## src/rtl/pixel_stream_packer_pkg.sv

```systemverilog
// Shared types and defaults for the pixel stream packer.
//   pack_mode_e  : output word layout (packed RGB888 or XRGB)
//   pack_word_t  : one FIFO entry, {tdata, tlast, tuser}
//   phase_e      : RGB888 packing phase (pixel position within a 4-pixel group)
package pixel_stream_packer_pkg;

  localparam int SCREEN_WIDTH  = 640;
  localparam int SCREEN_HEIGHT = 480;
  localparam int COLOR_WIDTH   = 8;

  typedef enum logic {
    PACK_RGB888 = 1'b0,
    PACK_XRGB   = 1'b1
  } pack_mode_e;

  typedef struct packed {
    logic [31:0] tdata;
    logic        tlast;
    logic        tuser;
  } pack_word_t;

  typedef enum logic [1:0] {
    PH0 = 2'd0,
    PH1 = 2'd1,
    PH2 = 2'd2,
    PH3 = 2'd3
  } phase_e;

endpackage

```

## src/rtl/stream_fifo.sv

```systemverilog
// Synchronous show-ahead FIFO. The head entry is presented on rd_data
// whenever the FIFO is non-empty; rd_data reads as zero when empty.
//   aclk, aresetn : clock, async active-low reset (clears pointers/count)
//   push, wr_data : write request and data (ignored when full)
//   pop           : consume head entry (ignored when empty)
//   rd_data       : head entry
//   full, empty   : occupancy flags
module stream_fifo
  import pixel_stream_packer_pkg::*;
#(
  parameter int WIDTH = 34,
  parameter int DEPTH = 4
) (
  input  logic             aclk,
  input  logic             aresetn,
  input  logic             push,
  input  logic [WIDTH-1:0] wr_data,
  input  logic             pop,
  output logic [WIDTH-1:0] rd_data,
  output logic             full,
  output logic             empty
);

  localparam int AW = $clog2(DEPTH);

  logic [WIDTH-1:0] mem [DEPTH];
  logic [AW-1:0]    wr_ptr;
  logic [AW-1:0]    rd_ptr;
  logic [AW:0]      count;
  logic             do_push;
  logic             do_pop;

  assign full    = (count == (AW+1)'(DEPTH));
  assign empty   = (count == '0);
  assign do_push = push & ~full;
  assign do_pop  = pop & ~empty;
  // Zero when empty so the stream data bus is quiet after reset.
  assign rd_data = empty ? '0 : mem[rd_ptr];

  always_ff @(posedge aclk) begin
    if (do_push) mem[wr_ptr] <= wr_data;
  end

  always_ff @(posedge aclk or negedge aresetn) begin
    if (!aresetn) begin
      wr_ptr <= '0;
      rd_ptr <= '0;
      count  <= '0;
    end else begin
      if (do_push) wr_ptr <= wr_ptr + 1'b1;
      if (do_pop)  rd_ptr <= rd_ptr + 1'b1;
      case ({do_push, do_pop})
        2'b10:   count <= count + 1'b1;
        2'b01:   count <= count - 1'b1;
        default: count <= count;
      endcase
    end
  end

endmodule

```

## src/rtl/pixel_stream_packer.sv

```systemverilog
// Packs r/g/b pixels into a 32-bit AXI4-Stream of words.
//   aclk, aresetn        : clock, async active-low reset
//   restart              : synchronous frame restart (x, y, phase, residue)
//   r, g, b              : pixel channels, COLOR_WIDTH bits each
//   in_valid, in_ready   : pixel handshake
//   out_stream_*         : AXI4-Stream master (tdata/tkeep/tlast/tuser/tvalid/tready)
//   frame_count          : completed frames, wraps
//
// state | meaning
// PH0   | next pixel starts a 4-pixel group; it is stored, nothing pushed
// PH1   | 3 residue bytes held; next pixel completes word 0 of the group
// PH2   | 2 residue bytes held; next pixel completes word 1
// PH3   | 1 residue byte held; next pixel completes word 2
module pixel_stream_packer #(
  parameter int H_RES       = pixel_stream_packer_pkg::SCREEN_WIDTH,
  parameter int V_RES       = pixel_stream_packer_pkg::SCREEN_HEIGHT,
  parameter int COLOR_WIDTH = pixel_stream_packer_pkg::COLOR_WIDTH,
  parameter int PIXEL_MODE  = 0,
  parameter int FIFO_DEPTH  = 4
) (
  input  logic                   aclk,
  input  logic                   aresetn,
  input  logic                   restart,
  input  logic [COLOR_WIDTH-1:0] r,
  input  logic [COLOR_WIDTH-1:0] g,
  input  logic [COLOR_WIDTH-1:0] b,
  input  logic                   in_valid,
  output logic                   in_ready,
  output logic [31:0]            out_stream_tdata,
  output logic [3:0]             out_stream_tkeep,
  output logic                   out_stream_tlast,
  output logic                   out_stream_tuser,
  output logic                   out_stream_tvalid,
  input  logic                   out_stream_tready,
  output logic [15:0]            frame_count
);
  import pixel_stream_packer_pkg::*;

  localparam int XW = (H_RES > 1) ? $clog2(H_RES) : 1;
  localparam int YW = (V_RES > 1) ? $clog2(V_RES) : 1;
  localparam pack_mode_e MODE = (PIXEL_MODE == 1) ? PACK_XRGB : PACK_RGB888;

  logic [7:0]    r8, g8, b8;
  phase_e        phase, phase_nxt;
  logic [XW-1:0] x;
  logic [YW-1:0] y;
  logic [23:0]   residue;
  logic [1:0]    ready_sh;
  logic          accept, push, fifo_full, fifo_empty, x_last, y_last;
  pack_word_t    push_word, head_word;

  generate
    if (COLOR_WIDTH >= 8) begin : g_trunc
      assign r8 = r[COLOR_WIDTH-1 -: 8];
      assign g8 = g[COLOR_WIDTH-1 -: 8];
      assign b8 = b[COLOR_WIDTH-1 -: 8];
      if (COLOR_WIDTH > 8) begin : g_lsbs
        logic unused_lsbs;
        assign unused_lsbs = ^{r[COLOR_WIDTH-9:0], g[COLOR_WIDTH-9:0], b[COLOR_WIDTH-9:0]};
      end
    end else begin : g_expand
      // Left-align and repeat the channel pattern so full scale maps to 8'hFF.
      always_comb begin
        r8 = '0;
        g8 = '0;
        b8 = '0;
        for (int i = 0; i < 8; i++) begin
          r8[7-i] = r[COLOR_WIDTH-1-(i % COLOR_WIDTH)];
          g8[7-i] = g[COLOR_WIDTH-1-(i % COLOR_WIDTH)];
          b8[7-i] = b[COLOR_WIDTH-1-(i % COLOR_WIDTH)];
        end
      end
    end
  endgenerate

  // ready_sh keeps in_ready low through the first edge after reset release.
  assign in_ready = ready_sh[1] & ~fifo_full & ~restart;
  assign accept   = in_valid & in_ready;
  assign x_last   = (x == XW'(H_RES - 1));
  assign y_last   = (y == YW'(V_RES - 1));

  always_ff @(posedge aclk or negedge aresetn) begin
    if (!aresetn) phase <= PH0;
    else          phase <= phase_nxt;
  end

  // Residue bytes sit in stream order: residue[7:0] is the oldest byte.
  always_comb begin
    phase_nxt = phase;
    push      = 1'b0;
    push_word = '0;
    if (MODE == PACK_XRGB) begin
      push            = accept;
      push_word.tdata = {8'h00, b8, g8, r8};
      push_word.tuser = (x == '0) && (y == '0);
      push_word.tlast = x_last;
    end else begin
      case (phase)
        PH1: begin
          push_word.tdata = {r8, residue};
          // Group started at x=0; the completing pixel sits at x=1.
          push_word.tuser = (x == XW'(1)) && (y == '0);
        end
        PH2: push_word.tdata = {g8, r8, residue[15:0]};
        PH3: begin
          push_word.tdata = {b8, g8, r8, residue[7:0]};
          push_word.tlast = x_last;
        end
        default: ;
      endcase
      push = accept && (phase != PH0);
      if (accept) begin
        case (phase)
          PH0:     phase_nxt = PH1;
          PH1:     phase_nxt = PH2;
          PH2:     phase_nxt = PH3;
          default: phase_nxt = PH0;
        endcase
      end
    end
    if (restart) phase_nxt = PH0;
  end

  always_ff @(posedge aclk or negedge aresetn) begin
    if (!aresetn) begin
      x           <= '0;
      y           <= '0;
      residue     <= '0;
      frame_count <= '0;
      ready_sh    <= '0;
    end else begin
      ready_sh <= {ready_sh[0], 1'b1};
      if (restart) begin
        x       <= '0;
        y       <= '0;
        residue <= '0;
      end else if (accept) begin
        if (x_last) begin
          x <= '0;
          if (y_last) begin
            y           <= '0;
            frame_count <= frame_count + 16'd1;
          end else begin
            y <= y + 1'b1;
          end
        end else begin
          x <= x + 1'b1;
        end
        case (phase)
          PH0:     residue <= {b8, g8, r8};
          PH1:     residue <= {8'h00, b8, g8};
          PH2:     residue <= {16'h0000, b8};
          default: residue <= '0;
        endcase
      end
    end
  end

  stream_fifo #(
    .WIDTH($bits(pack_word_t)),
    .DEPTH(FIFO_DEPTH)
  ) u_fifo (
    .aclk   (aclk),
    .aresetn(aresetn),
    .push   (push),
    .wr_data(push_word),
    .pop    (out_stream_tvalid & out_stream_tready),
    .rd_data(head_word),
    .full   (fifo_full),
    .empty  (fifo_empty)
  );

  assign out_stream_tvalid = ~fifo_empty;
  assign out_stream_tdata  = head_word.tdata;
  assign out_stream_tlast  = head_word.tlast;
  assign out_stream_tuser  = head_word.tuser;
  assign out_stream_tkeep  = 4'hF;

endmodule
```

## config.mk

```make
export PLATFORM = sky130hd
export DESIGN_NAME = pixel_stream_packer
export DESIGN_NICKNAME = d
export VERILOG_FILES = /design/src/rtl/pixel_stream_packer_pkg.sv /design/src/rtl/stream_fifo.sv /design/src/rtl/pixel_stream_packer.sv
export SDC_FILE = /design/constraint.sdc
export NUM_CORES = 1
export LEC_CHECK = 0
export BUFFER_PORTS_ARGS = -buffer_cell sky130_fd_sc_hd__buf_2
export CORE_MARGIN = 1
export CORE_UTILIZATION = 45
export DETAILED_ROUTE_END_ITERATION = 6
export MAX_ROUTING_LAYER = met4
export SYNTH_ARGS = -nofsm -noshare
export SYNTH_HDL_FRONTEND = slang
export SYNTH_HIERARCHICAL = 1
export SYNTH_SLANG_ARGS = --single-unit
```

## constraint.sdc

```tcl
create_clock -name aclk -period 4.02 [get_ports aclk]
set_clock_uncertainty 0.2 [all_clocks]
set_input_delay 0.804 -clock aclk [delete_from_list [all_inputs] [get_ports aclk]]
set_output_delay 0.804 -clock aclk [all_outputs]
set_load 0.02 [all_outputs]
```

==> results.py, run 1 <==
metrics = {
    "status": {
        "status": "complete, no violations",
    },
    "clock_tree": {
        "cts_made_buffers": 23,
        "cts_resized": 0,
        "path_clk_slew_ps": 60,
        "cts.sinks": 206,
        "htree_levels": 1,
        "cts_tree": "built",
        "ctsHoldBuffers": 0,
        "cts-root-buf": "clkbuf_16",
        "cts_setup_buffers": 0,
        "clock_latency_ps": 500,
        "clockBufferDepth": 3,
    },
    "synth": {
        "synth_simple_gate_area_share_pct": 12.3,
        "ys.flop_type": "edfxtp_1",
        "synth.most_common_cell": "edfxtp_1",
        "synth.largest_area_cell": "edfxtp_1",
        "synthAdderAreaFrac_pct": 2.27,
        "yosysWarnings": 6,
        "synth_top_family_by_area": "simple AND/OR/NAND/NOR gates",
        "synth_compound_area_share_pct": 6.66,
        "yosys-top-cells-count": "edfxtp_1 (136), dfrtp_1 (70), nor2_1 (45)",
        "synthTopCellsByArea": "edfxtp_1 (45%), dfrtp_1 (19%), mux4_2 (7.4%), a222oi_1 (2.6%), nor2b_1 (2.5%)",
        "synth_edf_count": 136,
        "ys_types": 51,
        "syn_area_sq_um": 9140,
        "synth-xor-area-share_pct": 2.78,
        "async_reset_ff_share_pct": 34.0,
        "synthMuxAreaShare_pct": 9.00,
        "syn-instance-count": 628,
        "synth_top_area_share_pct": 44.7,
        "synth-seq-cells": 206,
        "syn_area_per_cell_sq_um": 14.5,
        "yosysSeqAreaShare_pct": 63.9,
    },
    "routing": {
        "wl_per_cell_um": 20.0,
        "remaining_drc_errors": 0,
        "detail-route-antenna-nets": 0,
        "routed_wl_mm": 19.9,
        "vias_per_cell": 5.54,
        "num_vias": 5524,
        "firstDrtPassIters": 7,
        "drt_iter0_drc": 544,
    },
    "final_layout": {
        "final_layout_size_suffix_gt1_share_pct": 23.2,
        "nNetsFinal": 757,
        "multi_input_area_sq_um": 3040,
        "nFillCells": 1711,
        "syn2layout_area_growth_pct": 14.9,
        "utilization_pct": 53.4,
        "seq_area_sq_um": 5840,
        "instances_no_fill": 998,
    },
    "sta": {
        "min_period_ps": 3330,
        "slew_viol_final": 0,
        "finalHoldViolations": 0,
        "setup_viol": 0,
        "fin_crit_sh_pct": 82.9,
        "relSlewSlack_pct": 28.6,
        "rsz0062_at_grt": "no",
        "tightest_slew_ps": 1070,
        "setup-tns-final_ps": 0,
        "fmax_ghz": 0.300,
    },
    "setup_path": {
        "slowest_delay_ps": 580,
        "cp_data_arrival_time_ps": 2330,
        "endpoint_kind": "output port",
        "worstSetupPathType": "reg2out",
        "crit_chain": "buf_4, mux4_2, nor2b_1, buf_2",
        "worst_setup_path_start_kind": "flop",
        "reg2regPathDepth": 12,
        "cp_top_family": "buffers and inverters",
        "crit_path_top_delay_cell": "dfrtp_1",
        "worstPathBufferInverterCount": 2,
        "cp.required_ps": 3020,
        "path_max_fanout": 29,
        "r2r-end": "u_fifo/count[2]$_DFFE_PN0P_",
        "r2r_start": "u_fifo/count[0]$_DFFE_PN0P_",
        "r2r_slack_ps": 1120,
    },
    "power": {
        "seq_power_share_pct": 39.4,
        "swShare_pct": 31.2,
        "p_comb_share_pct": 29.7,
        "leakagePower_nw": 4.04,
        "peakVddDrop_mv": 0.225,
        "clock_power_share_pct": 30.9,
        "switching_power_w": 0.00193,
        "power.density_nw_per_um2": 591,
        "p_int_w": 0.00427,
    },
    "global_route": {
        "grt_use_met1_pct": 26.4,
        "grt_max_degree": 50,
        "busiest_layer": "met2",
        "use_met3_pct": 4.11,
        "met2_usage_pct": 33.0,
        "overflow": 0,
        "grt_pass1_vias": 5693,
        "grt_pass1_wl_mm": 31.5,
        "antenna_found_initial": 4,
        "grt_use_total_pct": 20.6,
    },
    "worst_hold_path": {
        "hp-class": "reg2reg",
        "min_path_cells": 0,
        "min_from": "ready_sh[0]$_DFF_PN0_",
        "min_to": "ready_sh[1]$_DFF_PN0_",
    },
    "floorplanning": {
        "core_area_sq_um": 19700,
        "die_x_um": 144,
        "die-area_sq_um": 20900,
        "initial_core_util_pct": 46.5,
        "rows": 51,
        "io_pins": 85,
        "die_h_um": 144,
    },
    "placement": {
        "dp.cells": 952,
        "portBuffers": 80,
        "dp_hpwl_mm": 12.8,
        "globalplace.congestion": 0.836,
    },
    "job": {
        "drv_cap": 0,
    },
}
worst reg2reg max path: cells and delay by family (launching register included):
kind                     cells  cell delay, ps
adder cells (fa/ha/maj)      2             560
flip-flops                   1             450
buffers and inverters        3             300
AND/OR/NAND/NOR              5            1010
XOR/XNOR                     2             300
per-layer routing:
| metal | up-vias | routed length (um) |
|---|---|---|
| met5 | - | 0 |
| met1 | 2760 | 8330 |
| met2 | 178 | 9970 |
| met4 | 0 | 439 |
| li1 | 2546 | - |
| met3 | 40 | 1180 |
flip-flops by register name, indices dropped and copies added, names as in the netlist:
signal         cells
residue           24
ready_sh           2
u_fifo/wr_ptr      2
u_fifo/count       3
frame_count       16
x                 10
phase              2
u_fifo/rd_ptr      2
y                  9
u_fifo/mem       136
cell type report:
type / count / area share, %
flip-flops and latches: 206 / 55.6
diodes: 4 / 0.0954
multi-input cells: 371 / 28.9
clock buffers: 32 / 6.19
inverters: 15 / 0.536
repair buffers: 95 / 5.01
well taps: 265 / 3.16
clock inverters: 10 / 0.453
cells by family after synthesis:
logic type                 count (synthesis)
adders and majority gates                 16
other                                      1
and+or+nand+nor                          200
DFF                                      206
muxes                                     38
xor gates and xnor gates                  29
AOI/OAI and AO/OA                         83
buffers and inverters                     55
placed cells by master, fill, tap and decap left out, types with 14 or more instances in the layout:
cell	netlist	final
a222oi_1	24	24
a22oi_1	16	16
and2_1	15	15
buf_2	5	80
buf_4	4	14
clkbuf_16	0	23
dfrtp_1	70	69
edfxtp_1	136	136
ha_1	15	15
inv_1	15	15
mux4_2	30	30
nand2_1	43	43
nor2_1	45	45
nor2b_1	36	36
o21ai_0	24	24
xnor2_1	17	17
per-stage QoR:
stage	total power [W]	instance area, sq um	setup WS, ps	hold slack, ps
6_report	0.00620	10500	687	156
5_1_grt	0.00654	10500	560	176
4_1_cts	0.00629	10500	639	158
3_5_place_dp	0.00436	9790	998	146
3_3_place_gp	0.00433	9790	1050	139
2_1_floorplan	0.00385	9150	1110	131
power by group through the flow:
| stage | registers, W | clock network (W) | logic (W) |
|---|---|---|---|
| floorplan | 0.00242 | 0 | 0.00143 |
| global route | 0.00246 | 0.00206 | 0.00202 |
| detailed placement | 0.00249 | 0 | 0.00188 |
| global placement | 0.00248 | 0 | 0.00185 |
| CTS | 0.00245 | 0.00197 | 0.00188 |
| finish | 0.00245 | 0.00192 | 0.00184 |
worst max-delay path by stage:
| stage | startpoint | end | slack (ps) | depth (start not counted) |
|---|---|---|---|---|
| after CTS | u_fifo/rd_ptr[0]$_DFFE_PN0P_ | out_stream_tdata[31] | 640 | 4 |
| after global routing | u_fifo/rd_ptr[0]$_DFFE_PN0P_ | out_stream_tdata[31] | 560 | 4 |
| final | u_fifo/rd_ptr[1]$_DFFE_PN0P_ | out_stream_tdata[10] | 690 | 4 |
| after detailed placement | restart | u_fifo/count[1]$_DFFE_PN0P_ | 1000 | 9 |
| after floorplan | phase[0]$_DFFE_PN0P_ | u_fifo/mem[0][0]$_DFFE_PP_ | 1110 | 7 |
| after global placement | restart | u_fifo/mem[0][15]$_DFFE_PP_ | 1050 | 6 |
Note: power is estimated with default switching activity, not from simulation.
==> inputs of run 2 (changes only) <==
--- a/config.mk
+++ b/config.mk
@@ -5,6 +5,7 @@
 export SDC_FILE = /design/constraint.sdc
 export NUM_CORES = 1
 export LEC_CHECK = 0
+export ABC_AREA = 1
 export BUFFER_PORTS_ARGS = -buffer_cell sky130_fd_sc_hd__buf_2
 export CORE_MARGIN = 1
 export CORE_UTILIZATION = 45
==> constraint.sdc (replaced) <==
create_clock -name aclk -period 3.3 [get_ports aclk]
set_clock_uncertainty 0.2 [all_clocks]
set_input_delay 0.66 -clock aclk [delete_from_list [all_inputs] [get_ports aclk]]
set_output_delay 0.66 -clock aclk [all_outputs]
set_load 0.02 [all_outputs]
==> results.py, run 2 <==
metrics = {
    "status": {
        "status": "complete, no violations",
    },
    "sta": {
        "min_period_ps": 3050,
        "fmax_ghz": 0.327,
        "fin_crit_sh_pct": 92.5,
        "relSlewSlack_pct": 36.6,
        "setup_slack_ps": 246,
        "finalHoldViolations": 0,
        "rsz0062_at_grt": "no",
        "tightest_slew_ps": 950,
        "setup-tns-final_ps": 0,
        "slew_viol_final": 0,
        "setup_viol": 0,
    },
    "routing": {
        "vias_per_cell": 4.95,
        "drt_iter0_drc": 608,
        "remaining_drc_errors": 0,
        "detail-route-antenna-nets": 0,
        "wl_per_cell_um": 15.1,
        "num_vias": 7854,
        "firstDrtPassIters": 5,
        "routed_wl_mm": 23.9,
    },
    "floorplanning": {
        "rows": 55,
        "die_h_um": 154,
        "initial_core_util_pct": 46.0,
        "core_area_sq_um": 22600,
        "die-area_sq_um": 23800,
        "die_x_um": 154,
        "io_pins": 85,
    },
    "final_layout": {
        "layout_common_cells": "nand2_1 (342), inv_1 (251), edfxtp_1 (136)",
        "final_layout_size_suffix_gt1_share_pct": 12.8,
        "largest-register": "u_fifo/mem",
        "largest_reg_flops": 136,
        "final_common_cell": "nand2_1",
        "antenna_cells": 0,
        "top_regs": "u_fifo/mem (136), residue (24), frame_count (16)",
        "nNetsFinal": 1332,
        "syn2layout_area_growth_pct": 13.9,
    },
    "power": {
        "leakagePower_nw": 5.74,
        "power.density_nw_per_um2": 662,
        "peakVddDrop_mv": 0.397,
    },
    "worst_hold_path": {
        "min_to": "ready_sh[1]$_DFF_PN0_",
        "min_from": "ready_sh[0]$_DFF_PN0_",
        "hp-class": "reg2reg",
        "min_path_cells": 0,
    },
    "synth": {
        "yosys-top-cells-count": "nand2_1 (342), inv_1 (251), edfxtp_1 (136)",
        "async_reset_ff_share_pct": 34.0,
        "synthTopCellsByArea": "edfxtp_1 (39%), dfrtp_1 (17%), nand2_1 (12%), inv_1 (9.0%), nand3_1 (4.9%)",
        "ys_types": 39,
        "synth_top_area_share_pct": 39.2,
        "synth-seq-cells": 206,
        "synth.most_common_cell": "nand2_1",
        "synth.largest_area_cell": "edfxtp_1",
        "ys.flop_type": "edfxtp_1",
        "syn_area_per_cell_sq_um": 8.65,
        "yosysWarnings": 6,
        "synth_edf_count": 136,
        "yosysSeqAreaShare_pct": 56.0,
        "syn_area_sq_um": 10400,
        "syn-instance-count": 1205,
    },
    "setup_path": {
        "cp_data_arrival_time_ps": 2190,
        "r2r_start": "u_fifo/count[1]$_DFFE_PN0P_",
        "path_max_fanout": 19,
        "reg2regPathDepth": 12,
        "worstSetupPathType": "reg2out",
        "cp.required_ps": 2440,
        "r2r-end": "x[4]$_DFFE_PN0P_",
        "endpoint_kind": "output port",
        "worst_setup_path_start_kind": "flop",
        "r2r_slack_ps": 380,
    },
    "global_route": {
        "grt_pass1_vias": 7423,
        "antenna_found_initial": 0,
        "grt_use_total_pct": 21.2,
        "overflow": 0,
        "grt_max_degree": 71,
        "grt_pass1_wl_mm": 38.5,
    },
    "clock_tree": {
        "clock_latency_ps": 520,
        "clockBufferDepth": 3,
        "htree_levels": 1,
        "cts_setup_buffers": 0,
        "cts.sinks": 206,
        "cts-root-buf": "clkbuf_16",
        "cts_made_buffers": 23,
        "path_clk_slew_ps": 60,
        "ctsHoldBuffers": 1,
        "cts_resized": 0,
        "cts_tree": "built",
    },
    "placement": {
        "place_ws_ps": 437,
        "portBuffers": 80,
        "globalplace.congestion": 0.870,
        "dp_hpwl_mm": 15.8,
    },
    "job": {
        "drv_cap": 0,
    },
}
run 2: cell count changes after synthesis, sizes merged, moves of 20 or more:
cell    before  now
inv         15  257
nand3       12  104
a21oi        9   47
mux4        34    0
o21ai       24   44
nor2b       36    0
a222oi      24    0
nand2       43  356
run 2: cells by family after synthesis:
kind of cell	count (synthesis)	share of synthesized area, %
simple gates	526	21.4
buf+inv	311	12.1
flops	206	56.0
compound gates	129	7.05
xor+xnor	16	1.35
fa+ha+maj	16	1.99
other cells	1	0.0360
run 2: where the power goes:
part / total (W) / switching [W] / internal [W]
logic: 0.00254 / 0.00179 / 0.000754
clock network: 0.00241 / 0.00100 / 0.00141
registers: 0.00290 / 0.0000579 / 0.00284
total: 0.00785 / 0.00285 / 0.00500
run 2: worst max path at each step:
stage	from	endpoint	slack [ps]
after floorplan	in_valid	u_fifo/mem[0][0]$_DFFE_PP_	-180
after global placement	u_fifo/count[1]$_DFFE_PN0P_	x[4]$_DFFE_PN0P_	490
after detailed placement	u_fifo/count[0]$_DFFE_PN0P_	x[4]$_DFFE_PN0P_	440
after CTS	u_fifo/count[1]$_DFFE_PN0P_	out_stream_tdata[28]	220
after global routing	u_fifo/rd_ptr[0]$_DFFE_PN0P_	out_stream_tdata[14]	80
final	u_fifo/count[1]$_DFFE_PN0P_	out_stream_tdata[9]	250
run 2: final cells by class:
| cell class | instances | area [sq um] |
|---|---|---|
| Clock buffer | 33 | 633 |
| Inverter | 260 | 977 |
| Clock inverter | 6 | 68.8 |
| Tap cell | 285 | 357 |
| Timing Repair Buffer | 104 | 633 |
| Sequential cell | 206 | 5840 |
| Fill cell | 2100 | 10800 |
| Multi-Input combinational cell | 692 | 3360 |
run 2: metal layers:
metal	GRT usage, %	up-vias	routed length [um]
li1	-	3950	-
met4	5.90	0	589
met5	-	-	0
met1	29.1	3658	11100
met2	33.2	204	10900
met3	2.56	42	1220
run 2: critical path: stages (launching register included):
cell and delay, ps:
dfrtp_1 390, inv_1 120, nand3_1 180, inv_2 320, buf_4 350, a21oi_1 120, buf_2 180
run 2: metrics by stage:
stage | util, % | area [sq um] | cells | power, W | hold slack, ps
floorplan | - | 10400 | 1209 | 0.00474 | 131
global placement | 49.3 | 11200 | 1546 | 0.00548 | 136
detailed placement | 49.3 | 11200 | 1546 | 0.00551 | 146
CTS | 52.4 | 11900 | 1586 | 0.00793 | 158
global route | 52.4 | 11900 | 1586 | 0.00831 | 158
finish | 52.4 | 11900 | 1586 | 0.00785 | 155
